==> config.mk <==
export PLATFORM = sky130hd
export DESIGN_NAME = pending_request_encoder_32_flat
export DESIGN_NICKNAME = d
export VERILOG_FILES = /design/src/rtl/pending_request_encoder_32_pkg.sv /design/src/rtl/pending_request_encoder_32_if.sv /design/src/rtl/pending_request_encoder_32_priority_scan_32.sv /design/src/rtl/pending_request_encoder_32.sv /design/src/flat_wrapper.sv
export SDC_FILE = /design/constraint.sdc
export NUM_CORES = 1
export LEC_CHECK = 0
export BUFFER_PORTS_ARGS = -buffer_cell sky130_fd_sc_hd__buf_2
export CAP_MARGIN = 20
export CORE_ASPECT_RATIO = 1.2
export CORE_MARGIN = 4
export CORE_UTILIZATION = 44
export DETAILED_ROUTE_END_ITERATION = 8
export PLACE_DENSITY = 0.75
export SYNTH_ARGS = -nofsm -noshare
export SYNTH_HDL_FRONTEND = slang
export SYNTH_SLANG_ARGS = --single-unit
==> constraint.sdc <==
create_clock -name CLK -period 2.02 [get_ports CLK]
set_input_delay 0.404 -clock CLK [delete_from_list [all_inputs] [get_ports CLK]]
set_output_delay 0.404 -clock CLK [all_outputs]
set_load 0.05 [all_outputs]
==> src/rtl/pending_request_encoder_32_pkg.sv <==
// Shared definitions for the 32-line pending request encoder:
// line count, index width, handshake FSM states and the one-hot helper
// used to build the clear mask from the presented index.
package pending_request_encoder_32_pkg;

  localparam int N_LINES = 32;
  localparam int IDX_W   = 5;

  typedef enum logic {
    IDLE    = 1'b0,
    PRESENT = 1'b1
  } state_t;

  // One-hot mask selecting line 'idx'.
  function automatic logic [N_LINES-1:0] onehot_of(input logic [IDX_W-1:0] idx);
    logic [N_LINES-1:0] mask;
    mask = '0;
    mask[idx] = 1'b1;
    return mask;
  endfunction

endpackage

==> src/rtl/pending_request_encoder_32_if.sv <==
// Request/handshake bundle of the pending request encoder.
//
// Handshake: the encoder raises VALID with a stable IDX; the index is
// transferred on every rising edge where VALID=1 and ACK=1. ACK is ignored
// while VALID=0, and IDX never changes while VALID=1 and ACK=0.
// REQ bits are single-cycle pulses sampled on every rising edge.
// STATE is a debug view of the handshake FSM.
interface pending_request_encoder_32_if;
  import pending_request_encoder_32_pkg::*;

  logic [N_LINES-1:0] REQ;
  logic               ACK;
  logic [IDX_W-1:0]   IDX;
  logic               VALID;
  logic [N_LINES-1:0] PENDING;
  logic               OVERRUN;
  state_t             STATE;

  // Request source / index consumer side.
  modport master (
    output REQ,
    output ACK,
    input  IDX,
    input  VALID,
    input  PENDING,
    input  OVERRUN,
    input  STATE
  );

  // Encoder side.
  modport slave (
    input  REQ,
    input  ACK,
    output IDX,
    output VALID,
    output PENDING,
    output OVERRUN,
    output STATE
  );

endinterface

==> src/rtl/pending_request_encoder_32_priority_scan_32.sv <==
// Combinational circular priority scan: finds the first set bit of 'vec'
// at or after position 'start', wrapping from 31 back to 0.
module priority_scan_32
  import pending_request_encoder_32_pkg::*;
(
  input  logic [N_LINES-1:0] vec,
  input  logic [IDX_W-1:0]   start,
  output logic               found,
  output logic [IDX_W-1:0]   idx
);

  logic [IDX_W-1:0] pos;

  // Walk the 32 positions starting at 'start'; the first hit wins.
  always_comb begin
    found = 1'b0;
    idx   = '0;
    pos   = '0;
    for (int i = 0; i < N_LINES; i++) begin
      pos = start + IDX_W'(i);
      if (!found && vec[pos]) begin
        found = 1'b1;
        idx   = pos;
      end
    end
  end

endmodule

==> src/rtl/pending_request_encoder_32.sv <==
// Sequential 32-to-5 request encoder. Request pulses accumulate in a
// pending set; one pending line is presented as a binary index over a
// VALID/ACK handshake and its bit is cleared when acknowledged.
// Optional feature macro: PENC_ROUND_ROBIN_EN (round-robin selection
// starting after the last acknowledged index; default is lowest index).
module pending_request_encoder_32
  import pending_request_encoder_32_pkg::*;
(
  input  logic                           CLK,
  input  logic                           RESET,
  pending_request_encoder_32_if.slave    bus
);

  state_t             state_q, state_d;
  logic [IDX_W-1:0]   idx_q, idx_d;
  logic [N_LINES-1:0] pending_q, pending_d;
  logic               overrun_q, overrun_d;
  logic [N_LINES-1:0] clr;
  logic               accept;
  logic               scan_found;
  logic [IDX_W-1:0]   scan_idx;
  logic [IDX_W-1:0]   scan_start;

  // Accepted transfer: only meaningful while presenting.
  always_comb begin
    accept = (state_q == PRESENT) && bus.ACK;
    clr    = accept ? onehot_of(idx_q) : '0;
  end

  // Pending set and sticky overrun; a new request beats a same-cycle clear.
  always_comb begin
    pending_d = (pending_q & ~clr) | bus.REQ;
    overrun_d = overrun_q | (|(bus.REQ & pending_q & ~clr));
  end

`ifdef PENC_ROUND_ROBIN_EN
  logic [IDX_W-1:0] last_q;

  // Remember the last acknowledged index; the scan resumes just after it.
  always_ff @(posedge CLK) begin
    if (RESET) begin
      last_q <= IDX_W'(N_LINES - 1);
    end else if (accept) begin
      last_q <= idx_q;
    end
  end

  assign scan_start = last_q + IDX_W'(1);
`else
  assign scan_start = '0;
`endif

  // The scan looks at the registered pending set, never at raw REQ.
  priority_scan_32 u_scan (
    .vec   (pending_q),
    .start (scan_start),
    .found (scan_found),
    .idx   (scan_idx)
  );

  // Handshake FSM next state and presented index.
  always_comb begin
    state_d = state_q;
    idx_d   = idx_q;
    case (state_q)
      IDLE: begin
        if (scan_found) begin
          state_d = PRESENT;
          idx_d   = scan_idx;
        end
      end
      PRESENT: begin
        // Hold the index until acknowledged; new requests do not preempt.
        if (bus.ACK) begin
          state_d = IDLE;
        end
      end
      default: begin
        state_d = IDLE;
      end
    endcase
  end

  // State registers; reset wins over every input, including REQ and ACK.
  always_ff @(posedge CLK) begin
    if (RESET) begin
      state_q   <= IDLE;
      idx_q     <= '0;
      pending_q <= '0;
      overrun_q <= 1'b0;
    end else begin
      state_q   <= state_d;
      idx_q     <= idx_d;
      pending_q <= pending_d;
      overrun_q <= overrun_d;
    end
  end

  // All outputs come straight from registers.
  assign bus.IDX     = idx_q;
  assign bus.VALID   = (state_q == PRESENT);
  assign bus.PENDING = pending_q;
  assign bus.OVERRUN = overrun_q;
  assign bus.STATE   = state_q;

endmodule

==> src/flat_wrapper.sv <==
// flat-port wrapper written by rule: the top's interface ports become plain ports
module pending_request_encoder_32_flat import pending_request_encoder_32_pkg::*;
  (CLK, RESET, bus_REQ, bus_ACK, bus_IDX, bus_VALID, bus_PENDING, bus_OVERRUN, bus_STATE);
  pending_request_encoder_32_if bus_i ();
  input  logic CLK;
  input  logic RESET;
  input wire logic [$bits(bus_i.REQ)-1:0] bus_REQ;
  input wire logic [$bits(bus_i.ACK)-1:0] bus_ACK;
  output wire logic [$bits(bus_i.IDX)-1:0] bus_IDX;
  output wire logic [$bits(bus_i.VALID)-1:0] bus_VALID;
  output wire logic [$bits(bus_i.PENDING)-1:0] bus_PENDING;
  output wire logic [$bits(bus_i.OVERRUN)-1:0] bus_OVERRUN;
  output wire logic [$bits(bus_i.STATE)-1:0] bus_STATE;
  assign bus_i.REQ = bus_REQ;
  assign bus_i.ACK = bus_ACK;
  assign bus_IDX = bus_i.IDX;
  assign bus_VALID = bus_i.VALID;
  assign bus_PENDING = bus_i.PENDING;
  assign bus_OVERRUN = bus_i.OVERRUN;
  assign bus_STATE = bus_i.STATE;
  pending_request_encoder_32 u_core (.CLK(CLK), .RESET(RESET), .bus(bus_i));
endmodule
# Yosys cells after proc, flatten, opt, wreduce, memory -nomap -nowiden
# Index checks and enable logic that the tools add are counted.
[op_classes] n_reduce_logical=66 n_lt_le_gt_ge=2 bitwise=7 mux=69
[ops] cell="2-to-1 mux 5 bit" count=30
[ops] cell="bitwise AND 32 bit" count=3
[ops] cell="2-to-1 mux 1 bit" count=36
[ops] cell="logical AND 1 bit" count=33
[ops] cell="2-to-1 mux 32 bit" count=1
[ops] cell="inverter 32 bit" count=1
[ops] cell="bitwise OR 32 bit" count=1
[ops] cell="OR reduction 32 bit" count=1
[ops] cell="zero test 1 bit" count=31
[ops] cell="< comparator 5 x 6 -> 1 bit, second input constant" count=1
[ops] cell="demux 1 bit (select 5 bit)" count=1
[ops] cell=">= comparator 5 x 1 -> 1 bit, second input constant" count=1
[ops] cell="one-hot mux 1 bit (2 select lines)" count=1
[ops] cell="AND reduction 2 bit" count=1
[ops] cell="inverter 1 bit" count=1
[ops] cell="bitwise OR 1 bit" count=1
[totals] regBits=39 wordCells=148 input_bits=35 out_inout_bits=40

# Logic depth before layout (Yosys ltp)
[logic_depth] ltp_word=96 ltp_mapped=8 ltp_nobuf=6

# Hierarchy
# Synthesis repeated with hierarchy kept, for this count alone.
[hier_totals] hier_cells=1005 area_unflattened_um2=8295.5
[modules_own_cells] mod="priority_scan_32" seq_area_each_um2=0.0 area_each_um2=6481.2 cells_per_inst=762 instances=1
[modules_own_cells] mod="pending_request_encoder_32" seq_area_each_um2=780.7 area_each_um2=1814.2 cells_per_inst=243 instances=1

# Worst setup path before layout
# Ideal clock, no wire load.
[synth_timing] path_kind="reg2reg" from="reg u_core.pending_q[3] (netlist: u_core.bus.PENDING[3])" to="reg u_core.idx_q[1] (netlist: u_core.bus.IDX[1])" required_ps=1953 arrival_ps=2104 n_path_buf=0 path_stages_with_launch=7 setup_ps=67 synth_period_minus_slack_ps=2170 setup_slack_ps=-150 cell_sequence="dfxtp_1 > or4_4 > nor4_4 > and4bb_4 > a21oi_2 > nand2b_4 > a21oi_2"
[synth_between] elab_chain_len=87 elab_cells_between_ends=116 classes_between="mux: 58; reduce/logical: 58"
[synth_lines] element="start, declared" line_no="pending_request_encoder_32.sv:16" rtl="logic [N_LINES-1:0] pending_q, pending_d;"
[synth_lines] element="start signal, assigned" line_no="pending_request_encoder_32.sv:94" rtl="pending_q <= pending_d;"
[synth_lines] element="logical AND 1 bit (*)" line_no="pending_request_encoder_32_priority_scan_32.sv:21" rtl="if (!found && vec[pos]) begin"
[synth_lines] element="2-to-1 mux 1 bit" line_no="pending_request_encoder_32_priority_scan_32.sv:21"
[synth_lines] element="zero test 1 bit" line_no="pending_request_encoder_32_priority_scan_32.sv:21"
[synth_lines] element="logical AND 1 bit" line_no="pending_request_encoder_32_priority_scan_32.sv:21"
[synth_lines] element="2-to-1 mux 1 bit" line_no="pending_request_encoder_32_priority_scan_32.sv:21"
[synth_lines] element="zero test 1 bit" line_no="pending_request_encoder_32_priority_scan_32.sv:21"
[synth_lines] element="logical AND 1 bit" line_no="pending_request_encoder_32_priority_scan_32.sv:21"
[synth_lines] element="2-to-1 mux 1 bit" line_no="pending_request_encoder_32_priority_scan_32.sv:21"
[synth_lines] element="(+71 left out)"
[synth_lines] element="2-to-1 mux 1 bit" line_no="pending_request_encoder_32_priority_scan_32.sv:21"
[synth_lines] element="zero test 1 bit" line_no="pending_request_encoder_32_priority_scan_32.sv:21"
[synth_lines] element="logical AND 1 bit" line_no="pending_request_encoder_32_priority_scan_32.sv:21"
[synth_lines] element="2-to-1 mux 1 bit" line_no="pending_request_encoder_32_priority_scan_32.sv:21"
[synth_lines] element="zero test 1 bit" line_no="pending_request_encoder_32_priority_scan_32.sv:21"
[synth_lines] element="logical AND 1 bit" line_no="pending_request_encoder_32_priority_scan_32.sv:21"
[synth_lines] element="2-to-1 mux 1 bit" line_no="pending_request_encoder_32_priority_scan_32.sv:21"
[synth_lines] element="AND reduction 2 bit (no source line)"
[synth_lines] element="end signal, assigned" line_no="pending_request_encoder_32.sv:93" rtl="idx_q <= idx_d;"
[synth_lines] element="end, declared" line_no="pending_request_encoder_32.sv:15" rtl="logic [IDX_W-1:0] idx_q, idx_d;"
# Every way passes the cells marked *; elsewhere a longest branch is shown, timed or not.
# A chain may end at the register's enable or synchronous reset.

# Worst setup path after layout
[layout_timing] from="reg u_core.pending_q[1] (netlist: u_core.bus.PENDING[1])" to="reg u_core.idx_q[1] (netlist: u_core.bus.IDX[1])"
[layout_between] elab_chain_len=93 elab_cells_between_ends=123 classes_between="mux: 61; reduce/logical: 62"
[layout_lines] element="logical AND 1 bit (*)" line_no="pending_request_encoder_32_priority_scan_32.sv:21"
[layout_lines] element="2-to-1 mux 1 bit (*)" line_no="pending_request_encoder_32_priority_scan_32.sv:21"
[layout_lines] element="zero test 1 bit" line_no="pending_request_encoder_32_priority_scan_32.sv:21"
[layout_lines] element="logical AND 1 bit" line_no="pending_request_encoder_32_priority_scan_32.sv:21"
[layout_lines] element="2-to-1 mux 1 bit" line_no="pending_request_encoder_32_priority_scan_32.sv:21"
[layout_lines] element="zero test 1 bit" line_no="pending_request_encoder_32_priority_scan_32.sv:21"
[layout_lines] element="logical AND 1 bit" line_no="pending_request_encoder_32_priority_scan_32.sv:21"
[layout_lines] element="2-to-1 mux 1 bit" line_no="pending_request_encoder_32_priority_scan_32.sv:21"
[layout_lines] element="(+77 left out)"
[layout_lines] element="2-to-1 mux 1 bit" line_no="pending_request_encoder_32_priority_scan_32.sv:21"
[layout_lines] element="zero test 1 bit" line_no="pending_request_encoder_32_priority_scan_32.sv:21"
[layout_lines] element="logical AND 1 bit" line_no="pending_request_encoder_32_priority_scan_32.sv:21"
[layout_lines] element="2-to-1 mux 1 bit" line_no="pending_request_encoder_32_priority_scan_32.sv:21"
[layout_lines] element="zero test 1 bit" line_no="pending_request_encoder_32_priority_scan_32.sv:21"
[layout_lines] element="logical AND 1 bit" line_no="pending_request_encoder_32_priority_scan_32.sv:21"
[layout_lines] element="2-to-1 mux 1 bit" line_no="pending_request_encoder_32_priority_scan_32.sv:21"
[layout_lines] element="AND reduction 2 bit (no source line)"
# Marks and branches as above.

==> results.toml <==
[grt]
grt-ovfl-total = 0
grt_pass1_wl_um = 11400
grt_max_degree = 18
grt_usage_pct = 24.1
grt_pass1_vias = 2383
antenna_found_initial = 0

[status]
outcome = "finished, violations left"
violations = "negative setup slack"

[timing]
setup_violations = 5
hold_viol = 0
finalSetupTns_ns = -0.0896
whs_ns = 0.336
finalCritPeriodShare_pct = 102
clock_skew_ns = 0.00569
fin_crit_ns = 2.05
max_freq_mhz = 487
rsz0062_at_grt = "true"
tightest_slew_ns = 0.662
slew_headroom_pct = 55.5
final-max-slew-violation-count = 0
finalWorstSetupSlack_ns = -0.0338

[place]
hpwlAfterDp_um = 5720
gp_congestion = 0.926
place_area_um2 = 2800
placedCellCount = 437
port_buffers = 74
pre_cts_slack_ns = -0.0501

[critical_path]
crit_path_end_kind = "register"
critPathRequiredTime_ns = 2.25
worst_setup_path_start_kind = "register"
critPathKind = "register to register"
crit_arrival_ns = 2.28
crit_path_max_fanout = 5

[cts]
cts_max_path_buffers = 2
cts_sinks = 39
clk_latency_ns = 0.29
numCtsBuffers = 5
cts-htree-levels = 2
hold_buffers = 0
tritoncts = "done"
clock-root-buffer = "clkbuf_8"
clk_pin_slew_ns = 0.08

[floorplanning]
dieArea_um2 = 5900
num_rows = 27
start_util_pct = 45.3
io_pins = 75
die_h_um = 83.4
die_width_um = 70.8
fp.coreArea_um2 = 4590

[power_and_ir_drop]
p_seq_share_pct = 44.1
finalPower_mw = 2.00
switching_power_mw = 0.731
clkPwrFrac_pct = 25.3
power_density_nw_per_um2 = 686
p_int_mw = 1.27
power_frac_comb_pct = 30.6
p_sw_share_pct = 36.5
p_leak_nw = 1.34
irDropWorstVdd_uv = 504

[synth]
synth_area_per_cell_um2 = 7.54
yosys_register_bits = 39
syn-num-nets = 311
async_flop_share_pct = 0
synth_cell_type_count = 42
synth_cells = 276
ys.flop_type = "dfxtp_1"
synth_edf_count = 0
synth_area_um2 = 2080
seq_area_frac_synth_pct = 37.5
ys_warn_count = 0

[cells_and_area]
layout.nets = 422
area_growth_pct = 40.1
fin_area_um2 = 2920
final_util_pct = 63.5
drive_above_1_share_pct = 39.9
final_common_cell = "buf_2"
layout_common_cells = "74 x buf_2, 46 x a21oi_1, 42 x nor2_1, 41 x nand2_1, 40 x buf_4"
fillers = 436
diodes = 0
finalNonFillerCells = 446

[routing]
routed_wl_um = 7160
drtPass1Iterations = 5
ant_nets = 0
drt_iter0_markers = 183
viasPerCell = 5.72
vias = 2549
drc = 0
wl_per_cell_um = 16.1

[run]
maxCapViolCount = 0

[hold_path]
hp-class = "input pin to register"
[critical path, cell delays in order, from the launching register on]
cell and delay [ns]:
dfxtp_2 0.32, or4_4 0.55, nor4_4 0.32, buf_4 0.16
and4bb_4 0.27, a21oi_4 0.09, nand2b_4 0.17, a21oi_2 0.11
[flip-flops by register name, summed over array words and instances (netlist names)]
name / cells
u_core.bus.PENDING: 32
u_core.bus.IDX: 5
u_core.bus.OVERRUN: 1
u_core.bus.STATE: 1
[Yosys cell counts (2+ instances only)]
library cell,number,area share (%)
o21bai_1,3,1.1
a21oi_1,46,11
a21oi_2,2,0.84
nor2_1,42,7.6
nand2_1,41,7.4
a2111oi_0,2,0.84
nor3b_1,3,1.1
a31oi_1,10,3.0
nor2b_1,3,0.90
o21ai_0,6,1.4
nand3_1,6,1.4
o21ba_2,3,1.4
clkbuf_1,8,1.4
and4b_1,2,0.96
inv_1,10,1.8
and3_1,4,1.2
a32oi_1,3,1.3
and3b_1,3,1.3
nand4_1,2,0.60
nor3_1,7,1.7
or4_4,4,2.2
nor4_1,7,2.1
mux2i_1,2,0.96
dfxtp_1,39,38
[power by group through the flow]
stage / clock network [mW] / registers, mW / logic, mW
finish: 0.506 / 0.883 / 0.612
global route: 0.564 / 0.892 / 0.651
CTS: 0.518 / 0.881 / 0.607
detailed placement: 0 / 0.898 / 0.603
global placement: 0 / 0.896 / 0.600
floorplan: 0 / 1.09 / 0.186
[path summary, 6_finish.rpt]
kind                                     startpoint                                 to  slack [ns]  cells past startpoint
setup / recovery   u_core.bus.PENDING[1]$_SDFF_PP0_     u_core.bus.IDX[1]$_SDFFE_PP0P_       -0.03                      7
hold / removal                          bus_REQ[18]  u_core.bus.PENDING[18]$_SDFF_PP0_        0.34                      3
setup reg to reg   u_core.bus.PENDING[1]$_SDFF_PP0_     u_core.bus.IDX[1]$_SDFFE_PP0P_       -0.03                      7
hold reg to reg   u_core.bus.PENDING[21]$_SDFF_PP0_  u_core.bus.PENDING[21]$_SDFF_PP0_        0.53                      2
[area by class of cell]
class,instances,area (um2),area share [%]
clock buffers,5,68.8,2.36
clock inverters,3,15.0,0.515
inverters,10,37.5,1.29
multi-input cells,216,1230,42.3
flip-flops and latches,39,800,27.4
well taps,58,72.6,2.49
repair buffers,115,691,23.7
[repair_timing]
action,4_1_cts,5_1_grt
endpoints found under the hold margin,0,0
resized for setup,2,4
setup buffers,0,1
endpoints found under the setup margin,4,6
pin swaps,4,5
[cell families after synthesis]
kind of cell	after synthesis	synth area share [%]
mux	2	0.962
simple gates	132	33.1
compound gates	82	23.9
buf+inv	21	4.57
flops	39	37.5
[metal layers]
| layer | up-vias | track usage, % | share of wire (%) |
|---|---|---|---|
| li1 | 1229 | - | - |
| met1 | 1191 | 28.8 | 39 |
| met2 | 115 | 41.8 | 51 |
| met3 | 14 | 4.60 | 7.6 |
| met4 | 0 | 9.23 | 2.3 |
| met5 | - | 0 | 0 |
No activity file was read; power rests on OpenSTA's default activity.
